<file path="config.mk">
export PLATFORM = sky130hd
export DESIGN_NAME = hazard_stall_ctrl
export DESIGN_NICKNAME = d
export VERILOG_FILES = /design/src/rtl/hazard_stall_ctrl.sv
export SDC_FILE = /design/constraint.sdc
export NUM_CORES = 1
export LEC_CHECK = 0
export ABC_CLOCK_PERIOD_IN_PS = 2800
export CORE_ASPECT_RATIO = 1.4
export CORE_MARGIN = 4
export CORE_UTILIZATION = 38
export DETAILED_ROUTE_END_ITERATION = 6
export PLACE_DENSITY_LB_ADDON = 0.08
export SYNTH_ARGS = -nofsm -noshare
export SYNTH_HDL_FRONTEND = slang
export SYNTH_SLANG_ARGS = --single-unit
export TNS_END_PERCENT = 20
</file>
<file path="constraint.sdc">
create_clock -name clk -period 2.8 [get_ports clk]
set_input_delay 0.56 -clock clk [delete_from_list [all_inputs] [get_ports clk]]
set_output_delay 0.56 -clock clk [all_outputs]
set_load 0.01 [all_outputs]
</file>
<file path="src/rtl/hazard_stall_ctrl.sv">
// Purpose: decode-stage pipeline control; per-stage enables, IF/ID flush, ID/EX bubble, HALT drain.
// Latency: enables/flush/bubble are combinational (same-edge effect); state and drain counter are registered.
// Backpressure: mem_busy freezes every stage and holds all state. Optional stall counter: HAZARD_STALL_CNT_EN.
module hazard_stall_ctrl #(
  parameter int REG_W        = 3,
  parameter int DRAIN_CYCLES = 4,
  parameter int CNT_W        = 16
) (
  input  logic             clk,
  input  logic             rst,
  input  logic             id_valid,
  input  logic [REG_W-1:0] id_rs,
  input  logic [REG_W-1:0] id_rt,
  input  logic             id_uses_rs,
  input  logic             id_uses_rt,
  input  logic             id_halt,
  input  logic             ex_is_load,
  input  logic             ex_wr_en,
  input  logic [REG_W-1:0] ex_rd,
  input  logic             ex_redirect,
  input  logic             mem_busy,
  output logic             pc_en,
  output logic             ifid_en,
  output logic             idex_en,
  output logic             exmem_en,
  output logic             memwb_en,
  output logic             ifid_flush,
  output logic             idex_bubble,
  output logic             halted,
  output logic [CNT_W-1:0] stall_cycles
);

  typedef enum logic [1:0] {
    ST_RUN    = 2'd0,
    ST_DRAIN  = 2'd1,
    ST_HALTED = 2'd2
  } state_e;

  localparam logic [3:0] DRAIN_INIT = 4'(DRAIN_CYCLES);

  state_e     state_q, state_d, cur_state;
  logic [3:0] drain_q, drain_d;
  logic       load_use;

  // Load-use: the EX load's destination is a register ID actually reads (R0 included).
  always_comb begin
    load_use = id_valid & ex_is_load & ex_wr_en &
               ((id_uses_rs & (id_rs == ex_rd)) | (id_uses_rt & (id_rt == ex_rd)));
  end

  // Next-state and output decode; reset forces RUN behaviour for the reset cycle itself.
  always_comb begin
    cur_state   = rst ? ST_RUN : state_q;
    state_d     = cur_state;
    drain_d     = drain_q;
    pc_en       = 1'b1;
    ifid_en     = 1'b1;
    idex_en     = 1'b1;
    exmem_en    = 1'b1;
    memwb_en    = 1'b1;
    ifid_flush  = 1'b0;
    idex_bubble = 1'b0;
    halted      = 1'b0;

    case (cur_state)
      ST_RUN: begin
        if (mem_busy) begin
          pc_en    = 1'b0;
          ifid_en  = 1'b0;
          idex_en  = 1'b0;
          exmem_en = 1'b0;
          memwb_en = 1'b0;
        end else if (ex_redirect) begin
          // Squashes whatever sits in ID, including a hazarding or HALT instruction.
          ifid_flush  = 1'b1;
          idex_bubble = 1'b1;
        end else if (load_use) begin
          pc_en       = 1'b0;
          ifid_en     = 1'b0;
          idex_bubble = 1'b1;
        end else if (id_valid && id_halt) begin
          // HALT moves on to EX; nothing younger follows it.
          pc_en      = 1'b0;
          ifid_flush = 1'b1;
          state_d    = ST_DRAIN;
          drain_d    = DRAIN_INIT;
        end
      end

      ST_DRAIN: begin
        if (mem_busy) begin
          pc_en    = 1'b0;
          ifid_en  = 1'b0;
          idex_en  = 1'b0;
          exmem_en = 1'b0;
          memwb_en = 1'b0;
        end else begin
          // Redirects and hazards are ignored: only bubbles enter while older work retires.
          pc_en       = 1'b0;
          ifid_flush  = 1'b1;
          idex_bubble = 1'b1;
          if (drain_q <= 4'd1) begin
            state_d = ST_HALTED;
            drain_d = 4'd0;
          end else begin
            drain_d = drain_q - 4'd1;
          end
        end
      end

      ST_HALTED: begin
        pc_en    = 1'b0;
        ifid_en  = 1'b0;
        idex_en  = 1'b0;
        exmem_en = 1'b0;
        memwb_en = 1'b0;
        halted   = 1'b1;
      end

      default: begin
        state_d = ST_RUN;
        drain_d = 4'd0;
      end
    endcase
  end

  // State register and drain counter.
  always_ff @(posedge clk) begin
    if (rst) begin
      state_q <= ST_RUN;
      drain_q <= 4'd0;
    end else begin
      state_q <= state_d;
      drain_q <= drain_d;
    end
  end

`ifdef HAZARD_STALL_CNT_EN
  logic [CNT_W-1:0] stall_cnt_q, stall_cnt_d;

  // Count frozen-fetch cycles outside HALTED, saturating at all-ones.
  always_comb begin
    stall_cnt_d = stall_cnt_q;
    if ((cur_state != ST_HALTED) && !pc_en && (stall_cnt_q != {CNT_W{1'b1}})) begin
      stall_cnt_d = stall_cnt_q + 1'b1;
    end
  end

  // Stall counter register.
  always_ff @(posedge clk) begin
    if (rst) begin
      stall_cnt_q <= '0;
    end else begin
      stall_cnt_q <= stall_cnt_d;
    end
  end

  assign stall_cycles = stall_cnt_q;
`else
  assign stall_cycles = '0;
`endif

endmodule

</file>
== After elaboration in Yosys (flattened, before gate mapping) ==
Index checks and enable logic that the tools add are counted.

* Multiplexer cells: 36
* $lt $le $gt $ge: 1
* Bitwise logic cells: 7
* Reduce and logical (&&, ||, !) cells: 5
* Add/subtract/negate cells: 1
* Eq/ne operators: 9

{| class="wikitable"
|+ Operator list
! operator !! number
|-
| $mux 4 || 6
|-
| $mux 1 || 16
|-
| $mux 2 || 7
|-
| $pmux 4 s3 || 1
|-
| $ne 2x2->1 const B || 5
|-
| $pmux 1 s2 || 4
|-
| $eq 3x3->1 || 2
|-
| $pmux 2 s3 || 1
|-
| $reduce_and 6->1 || 1
|-
| $and 1x1->1 || 5
|-
| $le 4x1->1 const B || 1
|-
| $reduce_or 2->1 || 2
|-
| $sub 4x1->4 const B || 1
|-
| $pmux 1 s3 || 1
|-
| $eq 2x1->1 const B || 1
|-
| $eq 2x2->1 const B || 1
|-
| $logic_not 2->1 || 1
|-
| $logic_and 1x1->1 || 1
|-
| $not 1->1 || 1
|-
| $or 1x1->1 || 1
|}

* Word-level logic and storage cells: 61
* Register bits after elaboration: 6
* Bits of input ports: 19
* Output and inout port bits: 24

== Depth between registers and ports, before layout ==
* Word-level depth: 8
* Mapped depth: 7

== Least setup slack after synthesis ==
OpenSTA, ideal clock, no wires.

* Path type: input -> output
* Start: in rst
* End: out pc_en
* Data required time: 2.240 ns
* Cell stages on the path: 6
* Path slack: 0.478 ns
* Arrival time: 1.762 ns
* Cell sequence: clkbuf_1 nor2b_1 inv_1 ha_1 or2_2 o31ai_1

* Cells in the longest elaborated chain, start to end: 4
* Elaborated cells on any way between the ends: 6
* Classes of those cells: 2 x eq/ne; 2 x mux; 2 x reduce/logical

{| class="wikitable"
|+ RTL lines
! element !! RTL line !! source
|-
| from (decl) || 10 || <nowiki>input logic rst,</nowiki>
|-
| $mux 2 * || 53 || <nowiki>cur_state = rst ? ST_RUN : state_q;</nowiki>
|-
| $eq 2x1->1 or $eq 2x2->1 (tied branches) || 65 || <nowiki>case (cur_state)</nowiki>
|-
| $reduce_or 2->1 (no line) || n/a ||
|-
| $pmux 1 s2 * || 65 ||
|-
| to (decl) || 22 || <nowiki>output logic pc_en,</nowiki>
|}

Every way passes the cells marked *; elsewhere a longest branch is shown, timed or not.

== Final worst setup path ==
* Start: in ex_rd[0]
* End: out pc_en

* Cells in the longest elaborated chain, start to end: 8
* Elaborated cells on any way between the ends: 10
* Classes of those cells: 2 x eq/ne; 4 x mux; 4 x bitwise

{| class="wikitable"
|+ RTL lines
! element !! RTL line !! source
|-
| from (decl) || 19 || <nowiki>input logic [REG_W-1:0] ex_rd,</nowiki>
|-
| $eq 3x3->1 || 48 || <nowiki>((id_uses_rs & (id_rs == ex_rd)) | (id_uses_rt & (id_rt == ex_rd)));</nowiki>
|-
| $and 1x1->1 || 48 ||
|-
| $or 1x1->1 * || 48 ||
|-
| $and 1x1->1 * || 47 || <nowiki>load_use = id_valid & ex_is_load & ex_wr_en &</nowiki>
|-
| $mux 1 * || 77 || <nowiki>end else if (load_use) begin</nowiki>
|-
| $mux 1 * || 73 || <nowiki>end else if (ex_redirect) begin</nowiki>
|-
| $mux 1 * || 67 || <nowiki>if (mem_busy) begin</nowiki>
|-
| $pmux 1 s2 * || 65 ||
|}

Marks and branches as above.

==> flow_metrics.env <==
export IMPL_synth_xor_area_share_pct=7.827
export IMPL_muxShareOfSynthArea_pct=7.029
export IMPL_synth_most_common_cell="buf_4"
export IMPL_synthArstFlopShare_pct=0
export IMPL_synth_area_leaders="buf_4 17%, dfxtp_1 15%, ha_1 11%, xnor2_1 7.8%, mux2_2 5.8%"
export IMPL_status="completed"
export IMPL_clockBufferDepth=2
export IMPL_min_path_type="flop to flop"
export IMPL_io_buffers=26
export IMPL_skew_ns=0.0003394
export IMPL_synth_common_cells="18 x buf_4, 11 x nor2_1, 7 x ha_1, 7 x inv_1, 7 x xnor2_1"
export IMPL_seq_area_um2=120.1
export IMPL_overflow=0
export IMPL_synth_seq_cells=6
export IMPL_synth_cell_type_count=30
export IMPL_power_total_mw=0.2630
export IMPL_synth_top_area_share_pct=17.25
export IMPL_period_minus_slack_ns=2.629
export IMPL_antenna_found_initial=0
export IMPL_place_ws_ns=-0.2884
export IMPL_worst_r2r_path_depth=7
export IMPL_syn_to_final_growth_pct=39.62
export IMPL_drive_gt1_share_pct=18.52
export IMPL_hold_viol_final=0
export IMPL_drv_cap=0
export IMPL_syn_cell_area_um2=783.3
export IMPL_core_area_um2=1973
export IMPL_grt_max_degree=8
export IMPL_num_vias=716
export IMPL_synthFlopType="dfxtp_1"
export IMPL_drc=0
export IMPL_num_rows=19
export IMPL_ff2ff_setup_slack_ns=0.87
export IMPL_initial_core_util_pct=39.70
export IMPL_fin_ws_ns=0.1708
export IMPL_cts_buffers=3
export IMPL_whs_ns=0.6063
export IMPL_fmax_ghz=0.3803
export IMPL_rsz0062_at_grt="no"
export IMPL_clk_pin_slew_ns=0.04
export IMPL_postRouteWirelength_mm=1.943
export IMPL_hpwl_mm=1.716
export IMPL_die_w_um=46.37
export IMPL_antenna_diode_count=0
export IMPL_fill_cells=208
export IMPL_ios=43
export IMPL_period_share_pct=93.90
export IMPL_r2r_end="drain_q[2]"
export IMPL_fin_cells=156
export IMPL_setup_violations=0
export IMPL_p_leak_nw=0.5058
export IMPL_clockRootBuffer="clkbuf_4"
export IMPL_cts_hold_buffers=0
export IMPL_yosys_area_share_simple_pct=18.69
export IMPL_crit_start="ex_rd[0]"
export IMPL_placed_cells=153
export IMPL_arrival_ns=2.07
export IMPL_min_from="state_q[1]"
export IMPL_synth_area_per_cell_um2=7.755
export IMPL_drtAntennaViolNets=0
export IMPL_cts_tree="built"
export IMPL_drtIter0Drc=8
export IMPL_ir_worst_vdd_v=0.0001967
export IMPL_cp_required_ns=2.24
export IMPL_clkLatencyLatePin_ns=0.24
export IMPL_criticalPathCategory="primary input to output pin"
export IMPL_grtUsageTotal_pct=14.34
export IMPL_p_per_area_nw_per_um2=240.5
export IMPL_rr_startpoint="state_q[1]"
export IMPL_end_kind="output pin"
export IMPL_cp_endpoint="pc_en"
export IMPL_fp_dieH_um=61.72
export IMPL_ys_seq_area_share_pct=15.34
export IMPL_synth_fa_ha_area_share_pct=11.18
export IMPL_path_max_fanout=5
export IMPL_viasPerCell=4.590
export IMPL_place_congestion=0.7582
export IMPL_slew_violations=0
export IMPL_synthCells=101
export IMPL_yosys_warnings=0
export IMPL_clock_sinks=6
export IMPL_synth_top_family_by_area="buffers and inverters"
export IMPL_post_cts_buffers=0
export IMPL_grt_pass1_vias=669
export IMPL_htree_levels=1
export IMPL_yosysTopAreaCell="buf_4"
export IMPL_hold_depth=3
export IMPL_drt_pre_antenna_iters=4
export IMPL_synth_compound_area_share_pct=17.89
export IMPL_multi_input_area_um2=565.5
export IMPL_grt_pass1_wl_mm=2.884
export IMPL_synth_edff_count=0
export IMPL_die_area_um2=2862
export IMPL_cp_start_kind="primary input"
export IMPL_finalNetCount=163
export IMPL_wl_per_cell_um=12.46
## layout by cell type (no fill, tap or decap), types with 2 or more instances in the layout
master           instances
clkdlybuf4s50_1         21
conb_1                  16
nor2_1                  11
buf_4                   10
inv_1                    7
xnor2_1                  7
ha_1                     7
a21oi_1                  6
dfxtp_1                  6
mux2_2                   4
dlygate4sd2_1            4
nand3_1                  3
nand2_1                  3
o21ai_0                  3
clkbuf_4                 3
nand4_1                  2
a21o_2                   2
o31ai_1                  2
nor3_1                   2
## final cells by class
class,count,area share (%)
Multi-Input combinational cell,83,51.72
Tap cell,21,2.403
Sequential cell,6,10.98
Inverter,7,2.403
Clock buffer,3,2.059
Timing Repair Buffer,36,30.43
## repair_timing
action,4_1_cts,5_1_grt
resized for setup,7,2
endpoints found under the setup margin,4,4
hold endpoints to repair,0,0
## worst min path at each step
stage / end / slack, ns
floorplan: state_q[1] / 0.55
global placement: drain_q[0] / 0.58
detailed placement: state_q[1] / 0.60
CTS: state_q[1] / 0.61
global route: state_q[1] / 0.66
finish: state_q[1] / 0.61
## sequential cells by signal, indices dropped and copies added (netlist names)
name     count
drain_q      4
state_q      2
## kinds of logic after synthesis
logic type               Yosys count
adder cells (fa/ha/maj)            7
flip-flops                         6
XOR/XNOR                           7
AND/OR/NAND/NOR                   28
multiplexers                       5
other                              1
buffers and inverters             27
AO/OA/AOI/OAI                     20
## power breakdown
part	internal [mW]	total (mW)	switching (mW)
logic	0.0522	0.0946	0.0425
clock network	0.0484	0.0792	0.0307
registers	0.0873	0.0892	0.00189
total	0.188	0.263	0.0751
## layer usage
metal	GRT usage, %	vias up	wire (µm)
met1	13.46	318	674
met4	8.537	0	31
met2	28.15	19	1128
met5	0	-	0
met3	1.729	4	108
li1	-	375	-
## critical path: stages
cell and delay, ns:
clkdlybuf4s50_1 0.51, xnor2_1 0.13, nand4_1 0.11, a21o_2 0.26
a21oi_1 0.15, o31ai_1 0.07, dlygate4sd2_1 0.28
## through the flow
step	instance area, µm²	util, %	TNS [ns]
2_1_floorplan	839.6	-	0
3_3_place_gp	1059	53.65	-0.8965
3_5_place_dp	1059	53.65	-1.047
4_1_cts	1086	55.04	0
5_1_grt	1094	55.42	0
6_report	1094	55.42	0
Power figures use the tool's default switching activity.
